**src/rtl/reg_dump_pkg.sv**
```systemverilog
// Shared encodings for reg_dump_controller.
// The HDR state exists only when REG_DUMP_HEADER_EN is defined.
package reg_dump_pkg;

  localparam int DEF_NB_DATA   = 32;
  localparam int DEF_NB_BYTE   = 8;
  localparam int BYTES_PER_REG = DEF_NB_DATA / DEF_NB_BYTE;

  localparam logic [7:0] HEADER_BYTE = 8'hA5;

  localparam logic [2:0] ST_IDLE      = 3'd0;
  localparam logic [2:0] ST_WAIT_HALT = 3'd1;
  localparam logic [2:0] ST_LOAD      = 3'd2;
  localparam logic [2:0] ST_SEND      = 3'd3;
  localparam logic [2:0] ST_DONE      = 3'd4;
  localparam logic [2:0] ST_HDR       = 3'd5;

  typedef enum logic [2:0] {
    IDLE      = ST_IDLE,
    WAIT_HALT = ST_WAIT_HALT,
    LOAD      = ST_LOAD,
    SEND      = ST_SEND,
`ifdef REG_DUMP_HEADER_EN
    HDR       = ST_HDR,
`endif
    DONE      = ST_DONE
  } state_e;

endpackage

```
**src/rtl/reg_dump_controller_word_serializer.sv**
```systemverilog
// word_serializer: loads a word and emits it MSB byte first over valid/ready,
// flagging the last byte of the word.
module word_serializer #(
  parameter int NB_DATA = 32,
  parameter int NB_BYTE = 8
) (
  input  logic               i_clk,
  input  logic               i_reset,
  input  logic               i_load,
  input  logic [NB_DATA-1:0] i_word,
  input  logic               i_ready,
  output logic [NB_BYTE-1:0] o_data,
  output logic               o_valid,
  output logic               o_last,
  output logic               o_fire
);

  localparam int BYTES  = NB_DATA / NB_BYTE;
  localparam int NB_CNT = (BYTES > 1) ? $clog2(BYTES) : 1;
  localparam logic [NB_CNT-1:0] LAST_CNT = NB_CNT'(BYTES - 1);

  logic [NB_DATA-1:0] shift_q, shift_d;
  logic [NB_CNT-1:0]  count_q, count_d;
  logic               valid_q, valid_d;

  assign o_data  = shift_q[NB_DATA-1 -: NB_BYTE];
  assign o_valid = valid_q;
  assign o_last  = (count_q == LAST_CNT);
  assign o_fire  = valid_q & i_ready;

  // Next-state: a load restarts the word, an accepted byte advances it.
  always_comb begin
    shift_d = shift_q;
    count_d = count_q;
    valid_d = valid_q;
    if (i_load) begin
      shift_d = i_word;
      count_d = {NB_CNT{1'b0}};
      valid_d = 1'b1;
    end else if (o_fire) begin
      shift_d = shift_q << NB_BYTE;
      count_d = count_q + NB_CNT'(1);
      valid_d = ~o_last;
    end else begin
      shift_d = shift_q;
      count_d = count_q;
      valid_d = valid_q;
    end
  end

  // State registers.
  always_ff @(posedge i_clk or posedge i_reset) begin
    if (i_reset) begin
      shift_q <= {NB_DATA{1'b0}};
      count_q <= {NB_CNT{1'b0}};
      valid_q <= 1'b0;
    end else begin
      shift_q <= shift_d;
      count_q <= count_d;
      valid_q <= valid_d;
    end
  end

endmodule

```
**src/rtl/reg_dump_controller.sv**
```systemverilog
// reg_dump_controller: walks the register bank while halted and streams every
// word to the debug UART. REG_DUMP_HEADER_EN prepends a single 8'hA5 byte.
module reg_dump_controller
  import reg_dump_pkg::*;
#(
  parameter int NB_DATA = 32,
  parameter int NB_REG  = 5,
  parameter int NB_BYTE = 8
) (
  input  logic               i_clk,
  input  logic               i_reset,
  input  logic               i_start,
  input  logic               i_halted,
  input  logic [NB_DATA-1:0] i_reg_data,
  input  logic               i_tx_ready,
  output logic [NB_REG-1:0]  o_read_reg,
  output logic               o_bus_grant,
  output logic [NB_BYTE-1:0] o_tx_data,
  output logic               o_tx_valid,
  output logic               o_busy,
  output logic               o_done
);

  state_e            state_q, state_d, first_st;
  logic [NB_REG-1:0] index_q, index_d;
  logic              grant_q, grant_d;
  logic              busy_q, busy_d;
  logic              done_q, done_d;
  logic              ser_load, ser_valid, ser_last, ser_fire;
  logic [NB_BYTE-1:0] ser_data;
`ifdef REG_DUMP_HEADER_EN
  logic              hdr_sent_q, hdr_sent_d;
`endif

  word_serializer #(.NB_DATA(NB_DATA), .NB_BYTE(NB_BYTE)) u_ser (
    .i_clk   (i_clk),
    .i_reset (i_reset),
    .i_load  (ser_load),
    .i_word  (i_reg_data),
    .i_ready (i_tx_ready),
    .o_data  (ser_data),
    .o_valid (ser_valid),
    .o_last  (ser_last),
    .o_fire  (ser_fire)
  );

  // Sequencer next-state; halt is only re-examined at register boundaries.
  always_comb begin
    state_d  = state_q;
    index_d  = index_q;
    ser_load = 1'b0;
`ifdef REG_DUMP_HEADER_EN
    hdr_sent_d = hdr_sent_q;
    first_st   = hdr_sent_q ? LOAD : HDR;
`else
    first_st   = LOAD;
`endif
    case (state_q)
      IDLE: begin
        if (i_start) begin
          index_d = {NB_REG{1'b0}};
          state_d = i_halted ? first_st : WAIT_HALT;
        end else begin
          state_d = IDLE;
        end
      end
      WAIT_HALT: begin
        if (i_halted) state_d = first_st;
        else          state_d = WAIT_HALT;
      end
      LOAD: begin
        ser_load = 1'b1;
        state_d  = SEND;
      end
      SEND: begin
        if (ser_fire && ser_last) begin
          if (index_q == {NB_REG{1'b1}}) begin
            state_d = DONE;
          end else begin
            index_d = index_q + NB_REG'(1);
            state_d = i_halted ? LOAD : WAIT_HALT;
          end
        end else begin
          state_d = SEND;
        end
      end
`ifdef REG_DUMP_HEADER_EN
      HDR: begin
        if (i_tx_ready) begin
          hdr_sent_d = 1'b1;
          state_d    = i_halted ? LOAD : WAIT_HALT;
        end else begin
          state_d = HDR;
        end
      end
`endif
      DONE: begin
`ifdef REG_DUMP_HEADER_EN
        hdr_sent_d = 1'b0;
`endif
        state_d = IDLE;
      end
      default: state_d = IDLE;
    endcase
    grant_d = (state_d == LOAD) || (state_d == SEND);
    busy_d  = (state_d != IDLE);
    done_d  = (state_q == DONE);
  end

  // FSM and registered status outputs.
  always_ff @(posedge i_clk or posedge i_reset) begin
    if (i_reset) begin
      state_q <= IDLE;
      index_q <= {NB_REG{1'b0}};
      grant_q <= 1'b0;
      busy_q  <= 1'b0;
      done_q  <= 1'b0;
`ifdef REG_DUMP_HEADER_EN
      hdr_sent_q <= 1'b0;
`endif
    end else begin
      state_q <= state_d;
      index_q <= index_d;
      grant_q <= grant_d;
      busy_q  <= busy_d;
      done_q  <= done_d;
`ifdef REG_DUMP_HEADER_EN
      hdr_sent_q <= hdr_sent_d;
`endif
    end
  end

  assign o_read_reg  = index_q;
  assign o_bus_grant = grant_q;
  assign o_busy      = busy_q;
  assign o_done      = done_q;
`ifdef REG_DUMP_HEADER_EN
  assign o_tx_valid = ser_valid | (state_q == HDR);
  assign o_tx_data  = (state_q == HDR) ? NB_BYTE'(HEADER_BYTE) : ser_data;
`else
  assign o_tx_valid = ser_valid;
  assign o_tx_data  = ser_data;
`endif

endmodule

```
**config.mk**
```make
export PLATFORM = sky130hd
export DESIGN_NAME = reg_dump_controller
export DESIGN_NICKNAME = d
export VERILOG_FILES = /design/src/rtl/reg_dump_pkg.sv /design/src/rtl/reg_dump_controller_word_serializer.sv /design/src/rtl/reg_dump_controller.sv
export SDC_FILE = /design/constraint.sdc
export NUM_CORES = 1
export LEC_CHECK = 0
export ABC_AREA = 0
export CAP_MARGIN = 20
export CORE_ASPECT_RATIO = 1.25
export CORE_MARGIN = 5
export CORE_UTILIZATION = 34
export DETAILED_ROUTE_END_ITERATION = 10
export GPL_TIMING_DRIVEN = 0
export PLACE_DENSITY = 0.63
export SLEW_MARGIN = 20
export SYNTH_ARGS = -nofsm -noshare
export SYNTH_HDL_FRONTEND = slang
export SYNTH_SLANG_ARGS = --single-unit
```
**constraint.sdc**
```tcl
create_clock -name i_clk -period 2.2 [get_ports i_clk]
set_input_delay 0.44 -clock i_clk [delete_from_list [all_inputs] [get_ports i_clk]]
set_output_delay 0.44 -clock i_clk [all_outputs]
set_load 0.01 [all_outputs]
```
==> metrics.csv <==
metric,value,unit
status,finished clean,
place_congestion,0.715,
grt_use_total,13.9,%
clk_pin_slew,0.08,ns
power_leakage,0.00136,uW
route.detailed.drc,0,
layout_setup_ws,0.126,ns
drv_cap,0,
critPathLaunchType,register,
core,6250,um^2
mostFrequentLayoutCells,"53 x clkdlybuf4s50_1, 47 x nand2_1, 46 x dfrtp_1",
clk_path_buf_depth,2,
layout.nets,317,
setup_viol,0,
post_dp_cell_area,2870,um^2
ant_nets,0,
synth_area_per_cell,10.2,um^2
largest_reg_flops,32,
fp.dieW,82.1,um
worstMarginPinSlew,0.571,ns
crit_fanout,7,
maxSlewHeadroom,61.9,%
finalCritPeriodShare,94.3,%
drive_above_1_share,10.4,%
grt_pass1_vias,1835,
use_met3,2.96,%
wl_per_cell,14.4,um
clockRootBuffer,clkbuf_8,
dr_total_vias,1715,
setup.worst_path.end_class,register,
use_met2,23.5,%
worst_path_max_delay_cell,dfrtp_1,
fp.dieH,100,um
yosysTopAreaCellShare,52.1,%
initial_utilization,35.4,%
synth_nets,256,
p_per_area,995,nW/um^2
antenna_found_initial,0,
boundaryPins,54,
post_cts_buffers,0,
cp.required,2.43,ns
rsz0062_at_grt,no,
grt_max_degree,34,
syn_to_final_growth,34.6,%
fp-row-count,32,
yosysWarnings,0,
grt_pass1_wl,8780,um
ys_seq_area_share,52.1,%
yosysTopAreaCell,dfrtp_1,
crit_top_cell,ha_1,
drt-total-wl,5240,um
hold_violations,0,
cts_resized,0,
synth_cell_type_count,34,
path_class,register to register,
synthesis.area,2210,um^2
design_area,2970,um^2
layout_commonest_cell,clkdlybuf4s50_1,
nFillCells,635,
via_per_inst,4.72,
synth_edf_count,0,
ctsHoldBuffers,0,
max_clock_freq,0.482,GHz
firstDrtPassIters,4,
synth_seq_cells,46,
cp.arrival,2.30,ns
antennaDiodeCount,0,
dieArea,8220,um^2
slew_violations,0,
insertion_delay,0.29,ns
dp_hpwl,3770,um
drt_iter0_markers,65,
async_flop_share,100,%
synthFlopType,dfrtp_1,
gr-usage-met1,17.1,%
pre_cts_ws,0.0763,ns
utilization,47.6,%
h-tree-depth,2,
grt-busiest-layer,met2,
synth_area_leaders,"dfrtp_1 52%, mux2i_1 11%, nand2_1 8.0%",
cts_inserted_buffers,5,
io_buffers,53,
grt_overflow,0,
hold_path.class,input pin to asynchronous set/reset pin,
path_buf_inv,1,
cts_sinks,46,
peakVddDrop,417,uV
fin_crit,2.07,ns
cts_tree,done,
path_delay_family,simple AND/OR/NAND/NOR gates,
path_cells,ha_1 -> and3_1 -> ha_1 -> or3b_1 -> buf_2 -> nor4_4 -> a2bb2oi_2,
fin_worst_skew,0.00767,ns
cpPeakStageDelay,0.43,ns
syn-instance-count,216,
==> where the power goes <==
group | leakage, uW | switching [uW] | internal [uW]
logic | 0.000722 | 530 | 575
clock network | 0.0000524 | 279 | 340
registers | 0.000590 | 150 | 1080
==> cells in the mapped netlist (2+ instances only) <==
cell / number
clkbuf_1: 6
o211ai_1: 4
a21oi_1: 2
o21ai_1: 27
dfrtp_1: 46
nand2_1: 47
mux2i_1: 25
nor2_1: 2
buf_4: 9
ha_1: 3
inv_1: 3
nand3b_1: 3
o31ai_1: 3
or3b_1: 2
buf_2: 7
nand3_1: 9
==> worst paths after layout <==
kind	start	endpoint	slack, ns	cells past startpoint
min in group i_clk	u_ser.shift_q[3]	u_ser.shift_q[3]	0.50	2
max in group asynchronous	i_reset	state_q[2]	1.31	3
worst max register to register	o_read_reg[0]	o_read_reg[3]	0.13	7
worst min-delay path	i_reset	u_ser.shift_q[26]	0.41	2
worst max-delay path	o_read_reg[0]	o_read_reg[3]	0.13	7
worst min register to register	u_ser.shift_q[3]	u_ser.shift_q[3]	0.50	2
==> layer usage <==
layer,up-vias,wire length (um)
met3,6,232
met2,40,2640
met1,816,2280
met5,-,0
li1,853,-
met4,0,90
==> logic make-up (layout without fill, tap and decap cells) <==
logic type	Yosys count	count (layout)	share of synthesized area [%]
AOI/OAI and AO/OA	40	40	10.7
buffers and inverters	26	88	6.69
xor gates and xnor gates	1	1	0.397
adders and majority gates	3	3	1.70
and+or+nand+nor	75	75	17.1
DFF	46	46	52.1
muxes	25	25	11.3
==> final cells by class <==
cell class | count | area, um^2 | area share, %
Sequential cell | 46 | 1150 | 38.7
Clock buffer | 7 | 76.3 | 2.57
Buffer | 23 | 136 | 4.59
Clock inverter | 1 | 30.0 | 1.01
Tap cell | 85 | 106 | 3.58
Multi-Input combinational cell | 144 | 910 | 30.6
Timing Repair Buffer | 54 | 551 | 18.5
Inverter | 3 | 11.3 | 0.379
==> through the flow <==
| stage | total power, uW | hold WS (ns) | setup TNS (ns) | cells |
|---|---|---|---|---|
| 3_5_place_dp | 2370 | 0.484 | 0 | 355 |
| 6_report | 2960 | 0.405 | 0 | 363 |
| 3_3_place_gp | 2320 | 0.481 | -13.38 | 354 |
| 5_1_grt | 3150 | 0.422 | 0 | 363 |
| 4_1_cts | 2980 | 0.407 | 0 | 363 |
| 2_1_floorplan | 1930 | 0.466 | 0 | 216 |
(Power assumes the default switching activity.)
